===== config.mk =====
export PLATFORM = sky130hd
export DESIGN_NAME = hash_round_controller_flat
export DESIGN_NICKNAME = d
export VERILOG_FILES = /design/src/rtl/hash_round_controller_pkg.sv /design/src/rtl/hash_round_controller_if.sv /design/src/rtl/hash_round_controller_step_counter.sv /design/src/rtl/hash_round_controller.sv /design/src/flat_wrapper.sv
export SDC_FILE = /design/constraint.sdc
export NUM_CORES = 1
export LEC_CHECK = 0
export BUFFER_PORTS_ARGS = -buffer_cell sky130_fd_sc_hd__buf_2
export CAP_MARGIN = 5
export CORE_MARGIN = 3
export CORE_UTILIZATION = 45
export CTS_BUF_LIST = sky130_fd_sc_hd__clkbuf_4 sky130_fd_sc_hd__clkbuf_8 sky130_fd_sc_hd__clkbuf_16
export CTS_CLUSTER_SIZE = 24
export DETAILED_ROUTE_END_ITERATION = 10
export PLACE_DENSITY = 0.71
export SLEW_MARGIN = 30
export SYNTH_ARGS = -nofsm -noshare
export SYNTH_HDL_FRONTEND = slang
export SYNTH_SLANG_ARGS = --single-unit

===== constraint.sdc =====
create_clock -name clk -period 4.35 [get_ports clk]
set_input_delay 0.87 -clock clk [delete_from_list [all_inputs] [get_ports clk]]
set_output_delay 0.87 -clock clk [all_outputs]
set_load 0.03 [all_outputs]

===== src/rtl/hash_round_controller_pkg.sv =====
// Shared types and default dimensions for the hash round controller.
package hash_ctrl_pkg;

    typedef enum logic [2:0] {
        IDLE        = 3'd0,
        LOAD        = 3'd1,
        ROUND_EXEC  = 3'd2,
        FINAL_ROUND = 3'd3,
        DONE        = 3'd4
    } ctrl_state_t;

    localparam int HASH_N_ROUNDS = 36;
    localparam int HASH_STEPS    = 8;

endpackage


===== src/rtl/hash_round_controller_if.sv =====
// Host byte stream, datapath control and digest handshake of the hash round controller.
interface hash_round_controller_if
    import hash_ctrl_pkg::*;
#(
    parameter int N_ROUNDS = HASH_N_ROUNDS,
    parameter int STEPS    = HASH_STEPS
) ();

    localparam int SW = $clog2(STEPS);
    localparam int RW = $clog2(N_ROUNDS);

    logic          start;
    logic          abort;
    logic          in_valid;
    logic          in_last;
    logic          in_ready;
    logic          init_state;
    logic          byte_load;
    logic          round_exec_active;
    logic          final_round_active;
    logic [SW-1:0] i_count;
    logic [RW-1:0] round_count;
    logic          round_done;
    logic          digest_valid;
    logic          digest_ack;
    logic          busy;
    ctrl_state_t   state;

    modport master (
        output start, abort, in_valid, in_last, digest_ack,
        input  in_ready, init_state, byte_load, round_exec_active,
               final_round_active, i_count, round_count, round_done,
               digest_valid, busy, state
    );

    modport slave (
        input  start, abort, in_valid, in_last, digest_ack,
        output in_ready, init_state, byte_load, round_exec_active,
               final_round_active, i_count, round_count, round_done,
               digest_valid, busy, state
    );

endinterface


===== src/rtl/hash_round_controller_step_counter.sv =====
// Step index within a round and round index within a byte, with wrap flags.
module hash_step_counter
    import hash_ctrl_pkg::*;
#(
    parameter int N_ROUNDS = HASH_N_ROUNDS,
    parameter int STEPS    = HASH_STEPS,
    localparam int SW = $clog2(STEPS),
    localparam int RW = $clog2(N_ROUNDS)
) (
    input  logic          clk,
    input  logic          rst_n,
    input  logic          i_clr,
    input  logic          i_step_en,
    input  logic          i_round_en,
    output logic [SW-1:0] o_i_count,
    output logic [RW-1:0] o_round_count,
    output logic          o_step_wrap,
    output logic          o_round_wrap
);

    logic [SW-1:0] r_i_count;
    logic [RW-1:0] r_round_count;
    logic          w_step_wrap;
    logic          w_round_wrap;

    assign w_step_wrap  = (r_i_count == SW'(STEPS - 1));
    assign w_round_wrap = (r_round_count == RW'(N_ROUNDS - 1));

    // round index only advances when the step index wraps and rounds are enabled
    always_ff @(posedge clk or negedge rst_n) begin
        if (!rst_n) begin
            r_i_count     <= '0;
            r_round_count <= '0;
        end else if (i_clr) begin
            r_i_count     <= '0;
            r_round_count <= '0;
        end else if (i_step_en) begin
            if (w_step_wrap) begin
                r_i_count <= '0;
                if (i_round_en)
                    r_round_count <= w_round_wrap ? '0 : r_round_count + RW'(1);
            end else begin
                r_i_count <= r_i_count + SW'(1);
            end
        end
    end

    assign o_i_count     = r_i_count;
    assign o_round_count = r_round_count;
    assign o_step_wrap   = w_step_wrap;
    assign o_round_wrap  = w_round_wrap;

endmodule


===== src/rtl/hash_round_controller.sv =====
// Sequences per-byte rounds and the final round of the hash core, then holds the digest flag until acked.
module hash_round_controller
    import hash_ctrl_pkg::*;
#(
    parameter int N_ROUNDS = HASH_N_ROUNDS,
    parameter int STEPS    = HASH_STEPS
) (
    input  logic                    clk,
    input  logic                    reset_n,
    hash_round_controller_if.slave  bus
);

    localparam int SW = $clog2(STEPS);
    localparam int RW = $clog2(N_ROUNDS);

    ctrl_state_t   r_state;
    ctrl_state_t   w_state_nxt;
    logic          r_last;
    logic          w_last_nxt;
    logic          w_clr;
    logic          w_step_en;
    logic          w_round_en;
    logic          w_init_state;
    logic          w_byte_load;
    logic [SW-1:0] w_i_count;
    logic [RW-1:0] w_round_count;
    logic          w_step_wrap;
    logic          w_round_wrap;

    hash_step_counter #(
        .N_ROUNDS (N_ROUNDS),
        .STEPS    (STEPS)
    ) u_step_counter (
        .clk           (clk),
        .rst_n         (reset_n),
        .i_clr         (w_clr),
        .i_step_en     (w_step_en),
        .i_round_en    (w_round_en),
        .o_i_count     (w_i_count),
        .o_round_count (w_round_count),
        .o_step_wrap   (w_step_wrap),
        .o_round_wrap  (w_round_wrap)
    );

    always_comb begin
        w_state_nxt  = r_state;
        w_last_nxt   = r_last;
        w_clr        = 1'b0;
        w_step_en    = 1'b0;
        w_round_en   = 1'b0;
        w_init_state = 1'b0;
        w_byte_load  = 1'b0;
        if (r_state != IDLE && bus.abort) begin
            // abort wins over everything and suppresses this cycle's pulses
            w_state_nxt = IDLE;
            w_last_nxt  = 1'b0;
            w_clr       = 1'b1;
        end else begin
            case (r_state)
                IDLE: begin
                    if (bus.start) begin
                        w_init_state = 1'b1;
                        w_state_nxt  = LOAD;
                    end
                end
                LOAD: begin
                    if (bus.in_valid) begin
                        w_byte_load = 1'b1;
                        w_last_nxt  = bus.in_last;
                        w_clr       = 1'b1;
                        w_state_nxt = ROUND_EXEC;
                    end
                end
                ROUND_EXEC: begin
                    w_step_en  = 1'b1;
                    w_round_en = 1'b1;
                    if (w_step_wrap && w_round_wrap) begin
                        w_clr       = 1'b1;
                        w_state_nxt = r_last ? FINAL_ROUND : LOAD;
                    end
                end
                FINAL_ROUND: begin
                    w_step_en = 1'b1;
                    if (w_step_wrap) begin
                        w_clr       = 1'b1;
                        w_state_nxt = DONE;
                    end
                end
                DONE: begin
                    if (bus.digest_ack) begin
                        w_last_nxt  = 1'b0;
                        w_state_nxt = IDLE;
                    end
                end
                default: begin
                    w_state_nxt = IDLE;
                    w_last_nxt  = 1'b0;
                    w_clr       = 1'b1;
                end
            endcase
        end
    end

    always_ff @(posedge clk or negedge reset_n) begin
        if (!reset_n) begin
            r_state <= IDLE;
            r_last  <= 1'b0;
        end else begin
            r_state <= w_state_nxt;
            r_last  <= w_last_nxt;
        end
    end

    assign bus.in_ready           = (r_state == LOAD);
    assign bus.init_state         = w_init_state;
    assign bus.byte_load          = w_byte_load;
    assign bus.round_exec_active  = (r_state == ROUND_EXEC);
    assign bus.final_round_active = (r_state == FINAL_ROUND);
    assign bus.i_count            = w_i_count;
    assign bus.round_count        = w_round_count;
    assign bus.round_done         = ((r_state == ROUND_EXEC) || (r_state == FINAL_ROUND)) && w_step_wrap;
    assign bus.digest_valid       = (r_state == DONE);
    assign bus.busy               = (r_state != IDLE);
    assign bus.state              = r_state;

endmodule


===== src/flat_wrapper.sv =====
// flat-port wrapper written by rule: the top's interface ports become plain ports
module hash_round_controller_flat import hash_ctrl_pkg::*;
#(
    parameter int N_ROUNDS = HASH_N_ROUNDS,
    parameter int STEPS    = HASH_STEPS
)
  (clk, reset_n, bus_start, bus_abort, bus_in_valid, bus_in_last, bus_digest_ack, bus_in_ready, bus_init_state, bus_byte_load, bus_round_exec_active, bus_final_round_active, bus_i_count, bus_round_count, bus_round_done, bus_digest_valid, bus_busy, bus_state);
  hash_round_controller_if #(.N_ROUNDS(N_ROUNDS), .STEPS(STEPS)) bus_i ();
  input  logic clk;
  input  logic reset_n;
  input wire logic [$bits(bus_i.start)-1:0] bus_start;
  input wire logic [$bits(bus_i.abort)-1:0] bus_abort;
  input wire logic [$bits(bus_i.in_valid)-1:0] bus_in_valid;
  input wire logic [$bits(bus_i.in_last)-1:0] bus_in_last;
  input wire logic [$bits(bus_i.digest_ack)-1:0] bus_digest_ack;
  output wire logic [$bits(bus_i.in_ready)-1:0] bus_in_ready;
  output wire logic [$bits(bus_i.init_state)-1:0] bus_init_state;
  output wire logic [$bits(bus_i.byte_load)-1:0] bus_byte_load;
  output wire logic [$bits(bus_i.round_exec_active)-1:0] bus_round_exec_active;
  output wire logic [$bits(bus_i.final_round_active)-1:0] bus_final_round_active;
  output wire logic [$bits(bus_i.i_count)-1:0] bus_i_count;
  output wire logic [$bits(bus_i.round_count)-1:0] bus_round_count;
  output wire logic [$bits(bus_i.round_done)-1:0] bus_round_done;
  output wire logic [$bits(bus_i.digest_valid)-1:0] bus_digest_valid;
  output wire logic [$bits(bus_i.busy)-1:0] bus_busy;
  output wire logic [$bits(bus_i.state)-1:0] bus_state;
  assign bus_i.start = bus_start;
  assign bus_i.abort = bus_abort;
  assign bus_i.in_valid = bus_in_valid;
  assign bus_i.in_last = bus_in_last;
  assign bus_i.digest_ack = bus_digest_ack;
  assign bus_in_ready = bus_i.in_ready;
  assign bus_init_state = bus_i.init_state;
  assign bus_byte_load = bus_i.byte_load;
  assign bus_round_exec_active = bus_i.round_exec_active;
  assign bus_final_round_active = bus_i.final_round_active;
  assign bus_i_count = bus_i.i_count;
  assign bus_round_count = bus_i.round_count;
  assign bus_round_done = bus_i.round_done;
  assign bus_digest_valid = bus_i.digest_valid;
  assign bus_busy = bus_i.busy;
  assign bus_state = bus_i.state;
  hash_round_controller #(.N_ROUNDS(N_ROUNDS), .STEPS(STEPS)) u_core (.clk(clk), .reset_n(reset_n), .bus(bus_i));
endmodule

==> flow_summary.yaml, run 1 <==
cts:
  clkTransAtPathRegs_ns: 0.08
  cts-htree-levels: 1
  cts_resized: 0
  cts_setup_buffers: 0
  clk_latency_ns: 0.27
  clockBufferDepth: 2
  cts_tree: "built"
  postCtsHoldBufs: 0
  clock_sinks: 13
  numCtsBuffers: 3
  clockRootBuffer: "clkbuf_4"
cells_and_area:
  diodes: 0
  layout-drive-gt1-share_pct: 28.23
  fin_nets: 135
  fill_cells: 170
  utilization_pct: 58.74
  fin_cells: 149
  syn2layout_area_growth_pct: 18.55
floorplanning:
  fp.dieW_um: 50.31
  ios: 27
  row_count: 15
  die_area_sq_mm: 0.002531
  die_y_um: 50.31
  start_util_pct: 49.54
  fp.coreArea_sq_mm: 0.001783
timing:
  timing.fmax_mhz: 394.0
  post-route-min-period_ns: 2.538
  hold_violations: 0
  worst_pin_slew_ns: 0.4378
  setup-tns-final_ns: 0
  skew_ns: 0.004484
  slew_headroom_pct: 70.81
  layout_worst_path_cycle_share_pct: 58.34
  rsz0062_at_grt: "no"
  drv_slew: 0
  setup_violations: 0
yosys:
  syn-num-nets: 108
  netlist_top_cells_count: "dfrtp_1 (13), nor2_1 (10), nand2_1 (9)"
  yosysWarnings: 0
  synthSimpleGateAreaFrac_pct: 28.33
  synth_flop_cell: "dfrtp_1"
  netlist_area_sq_um: 883.3
  synth-edff-count: 0
  synth_cell_types: 40
  synth_top_area_share_pct: 36.83
  ys_top_cells_by_area: "dfrtp_1 (37%), mux2i_1 (4.5%), ha_1 (4.2%)"
  yosysMostFrequentCell: "dfrtp_1"
  synthArstFlopShare_pct: 100.0
  syn_inst: 98
  avgSynthCellArea_sq_um: 9.014
  muxShareOfSynthArea_pct: 5.807
  synth_adder_area_share_pct: 4.249
  synth_top_cell_by_area: "dfrtp_1"
  synth_xor_area_share_pct: 1.983
  synth_top_family_by_area: "simple AND/OR/NAND/NOR gates"
  yosysSeqAreaShare_pct: 36.83
  synth_compound_gate_area_share_pct: 17.14
  synth_seq_cells: 13
power:
  switching_share_pct: 42.18
  clock_power_share_pct: 19.5
  intPower_w: 0.0002371
  netSwitchingPower_w: 0.0001729
  sequentialPowerShare_pct: 39.0
  p_per_area_mw_per_mm2: 391.5
  vdd_drop_max_uv: 313.7
  pwr-share-comb_pct: 41.5
  p_leak_nw: 0.5292
route:
  postRouteAntennaNets: 0
  drt_iter0_drc: 20
  wl_um: 1925
  vias_per_cell: 5.376
  vias: 801
  drc_errors: 0
  avgRoutedWirePerCell_um: 12.92
  firstDrtPassIters: 4
worst_setup_path:
  ff2ff_setup_slack_ns: 2.49
  arrival_ns: 1.67
  cp_max_fo: 12
  reg2reg_from: "u_core.u_step_counter.o_i_count[0]"
  start_kind: "register"
  startpoint: "u_core.u_step_counter.o_i_count[0]"
  crit_required_ns: 3.48
  path_class: "reg2out"
  cp-end-kind: "primary output"
run_status:
  status: "complete, no violations"
worst_hold_path:
  hold_class: "in2async"
global_routing:
  grt_pass1_wl_um: 3298
  grt_pass1_vias: 743
  antenna_found_initial: 0
  grt_overflow_total: 0
  gr-usage-all-layers_pct: 16.71
  grt_start_max_net_pins: 14
placed_design:
  place_inst: 145
  dp_hpwl_um: 1496
  gp_congestion: 0.7877
  portBuffers: 26
job:
  drv_cap: 0
[power by group through the flow]
stage | clock network, W | registers [W] | logic (W)
after floorplan | 0 | 0.000178 | 0.000110
after global placement | 0 | 0.000160 | 0.000167
after detailed placement | 0 | 0.000163 | 0.000171
after CTS | 0.0000836 | 0.000160 | 0.000172
after global routing | 0.0000902 | 0.000165 | 0.000187
final | 0.0000798 | 0.000160 | 0.000170
[cells by family (layout without fill, tap and decap cells)]
group | count (synthesis) | after routing
DFF | 13 | 13
adders and majority gates | 3 | 3
buffers and inverters | 10 | 36
muxes | 5 | 5
and+or+nand+nor | 43 | 43
xor gates and xnor gates | 2 | 2
AOI/OAI and AO/OA | 22 | 22
[stage by stage]
stage               cell area, sq um  hold WS (ns)  worst slack [ns]  total power (W)
floorplan                      883.3        0.4590             1.568        0.0002879
global placement                1017        0.4748             1.943        0.0003276
detailed placement              1017        0.4847             1.922        0.0003336
CTS                             1047        0.4759             1.798        0.0004153
global route                    1047        0.4695             1.651        0.0004418
finish                          1047        0.4696             1.812        0.0004100
[layout make-up]
| class | count | area (sq um) | area share, % |
|---|---|---|---|
| clock buffers | 4 | 30.03 | 2.867 |
| inverters | 6 | 22.52 | 2.151 |
| multi-input cells | 75 | 508.0 | 48.51 |
| flip-flops and latches | 13 | 325.3 | 31.06 |
| well taps | 25 | 31.28 | 2.987 |
| repair buffers | 26 | 130.1 | 12.43 |
[placed cells by master (no fill, tap or decap), drive strengths merged, types with 4 or more instances in the layout]
cell and count:
buf 26, dfrtp 13, nor2 11, nand2 9, inv 6, o21ai 5, and3 4, a21oi 4
mux2i 4, clkbuf 4
[worst paths after layout]
| path | end | cells past startpoint |
|---|---|---|
| max | bus_round_done | 5 |
| min | u_core.u_step_counter.o_round_count[2] | 1 |
| max reg2reg | u_core.u_step_counter.o_round_count[5] | 6 |
| min reg2reg | u_core.r_last | 1 |
| max in group asynchronous | u_core.bus.state[1] | 1 |
| min in group clk | u_core.r_last | 1 |
[per-layer routing]
layer / up-vias / part of all wire [%] / GRT usage (%)
li1: 393 / - / -
met3: 2 / 7.7 / 3.561
met2: 28 / 46 / 27.83
met4: 0 / 0.62 / 4.036
met5: - / 0 / 0
met1: 378 / 45 / 22.08
[state kept, by name (all words and copies together), names as in the netlist]
signal and flops:
u_core.bus.state 3, u_core.r_last 1, u_core.u_step_counter.o_i_count 3, u_core.u_step_counter.o_round_count 6
[critical path, stage by stage, from the launching register on]
cell	delay, ns
dfrtp_1	0.39
ha_1	0.16
ha_1	0.39
inv_1	0.11
nor3_1	0.13
buf_2	0.22
(Power assumes the default switching activity.)
==> run 2, diff against run 1 <==
PLACE_DENSITY = 0.74   (was 0.71)
clock period = 2.1 ns   (was 4.35 ns; I/O delays follow)
==> run 2 against run 1 <==
Compared with the run above:
- wire length decreased by 3.9%
- critical path depth fell by 2
- sequential share of layout area down 0.37 points
- total power up 100%
- sequential power rose by 110%
- clock skew down 0.00059 ns
- worst setup slack got worse by 1.7 ns
- sequential cell count unchanged
- register-to-register slack got worse by 2.1 ns
- design area grew 1.2%
- via count fell by 1.0%
- combinational power grew 100%
==> flow_summary.yaml, run 2 (synthesis results as in run 1) <==
worst_setup_path:
  ff2ff_setup_slack_ns: 0.40
  arrival_ns: 1.56
  crit_required_ns: 1.68
  cp-end-kind: "primary output"
  cp_max_fo: 12
  start_kind: "register"
  reg2reg_from: "u_core.u_step_counter.o_i_count[0]"
  path_class: "reg2out"
  r2r_end: "u_core.u_step_counter.o_round_count[5]"
  reg2regPathDepth: 6
cells_and_area:
  syn2layout_area_growth_pct: 19.97
  fin_nets: 136
  design_area_sq_mm: 0.001060
  layout-drive-gt1-share_pct: 30.40
  fill_cells: 176
  largest_reg_flops: 6
  diodes: 0
  final_cell_mix: "buf_2 (26), dfrtp_1 (13), nor2_1 (9), nand2_1 (9), inv_1 (6)"
  final_common_cell: "buf_2"
timing:
  holdWs_ns: 0.01601
  slew_headroom_pct: 70.12
  drv_slew: 0
  post-route-min-period_ns: 1.982
  hold_violations: 0
  worst_pin_slew_ns: 0.4481
  timing.fmax_mhz: 504.5
  setup_ws_ns: 0.1177
  layout_worst_path_cycle_share_pct: 94.39
  skew_ns: 0.003897
  rsz0062_at_grt: "no"
  setup_violations: 0
  setup-tns-final_ns: 0
power:
  clock_power_share_pct: 18.3
  sequentialPowerShare_pct: 40.0
  vdd_drop_max_uv: 611.6
  p_leak_nw: 0.5347
  p_per_area_mw_per_mm2: 784.0
  pwr-share-comb_pct: 41.7
  netSwitchingPower_w: 0.0003573
  intPower_w: 0.0004736
  switching_share_pct: 43.00
floorplanning:
  fp.dieW_um: 50.31
  die_area_sq_mm: 0.002531
  ios: 27
  row_count: 15
  fp.coreArea_sq_mm: 0.001783
  die_y_um: 50.31
  start_util_pct: 49.54
route:
  firstDrtPassIters: 4
  drt_iter0_drc: 8
  wl_um: 1849
  drc_errors: 0
  avgRoutedWirePerCell_um: 12.33
  postRouteAntennaNets: 0
  vias_per_cell: 5.287
  vias: 793
cts:
  clock_sinks: 13
  cts_resized: 0
  cts_tree: "built"
  clockBufferDepth: 2
  cts-htree-levels: 1
  cts_setup_buffers: 0
  clockRootBuffer: "clkbuf_4"
  clk_latency_ns: 0.27
  clkTransAtPathRegs_ns: 0.08
  numCtsBuffers: 3
  postCtsHoldBufs: 0
placed_design:
  place_area_sq_mm: 0.001032
  dp_hpwl_um: 1473
  place_ws_ns: 0.4170
  portBuffers: 26
  gp_congestion: 0.8349
run_status:
  status: "complete, no violations"
worst_hold_path:
  hold_class: "in2async"
global_routing:
  grt_pass1_vias: 725
  grt_start_max_net_pins: 14
  gr-usage-all-layers_pct: 15.73
  antenna_found_initial: 0
  grt_overflow_total: 0
  grt_pass1_wl_um: 3084
job:
  drv_cap: 0
## run 2: area by class of cell
cell class,instances,area [sq um],share of cell area (%)
clock buffers,3,22.52,2.125
clock inverters,1,5.005,0.4723
flip-flops and latches,13,325.3,30.70
repair buffers,27,137.6,12.99
multi-input cells,75,515.5,48.64
inverters,6,22.52,2.125
well taps,25,31.28,2.952
## run 2: how the worst max path moves through the flow
stage	start	to	slack, ns	cells after the start
4_1_cts	u_core.bus.state[2]	bus_final_round_active	0.11	3
5_1_grt	u_core.bus.state[2]	bus_final_round_active	0.006	3
3_3_place_gp	u_core.u_step_counter.o_i_count[0]	u_core.u_step_counter.o_round_count[5]	0.42	6
3_5_place_dp	u_core.u_step_counter.o_i_count[0]	u_core.u_step_counter.o_round_count[5]	0.42	6
6_report	u_core.bus.state[2]	bus_final_round_active	0.12	3
2_1_floorplan	u_core.u_step_counter.o_i_count[0]	bus_round_done	0.02	5
## run 2: worst max-delay path: stages, from the launching register on
cell and delay, ns:
dfrtp_1 0.62, and2b_1 0.30, and2_1 0.19, buf_2 0.17
## run 2: per-layer routing
metal / GRT usage [%] / vias to the layer above / part of all wire [%]
li1: - / 396 / -
met4: 6.726 / 0 / 1.6
met1: 20.97 / 369 / 48
met2: 24.35 / 24 / 44
met3: 3.561 / 4 / 6.3
met5: 0 / - / 0
## run 2: power by group through the flow
stage,Sequential (W),Clock [W],Combinational [W]
after floorplan,0.000369,0,0.000230
after global placement,0.000333,0,0.000348
after detailed placement,0.000337,0,0.000349
after CTS,0.000331,0.000162,0.000352
after global routing,0.000337,0.000177,0.000375
final,0.000332,0.000152,0.000347
## run 2: through the flow
step | power [W] | utilization [%] | instances
final | 0.0008309 | 59.44 | 150
after global placement | 0.0006806 | 57.89 | 146
after CTS | 0.0008446 | 59.44 | 150
after detailed placement | 0.0006861 | 57.89 | 146
after global routing | 0.0008897 | 59.44 | 150
after floorplan | 0.0005989 | - | 98
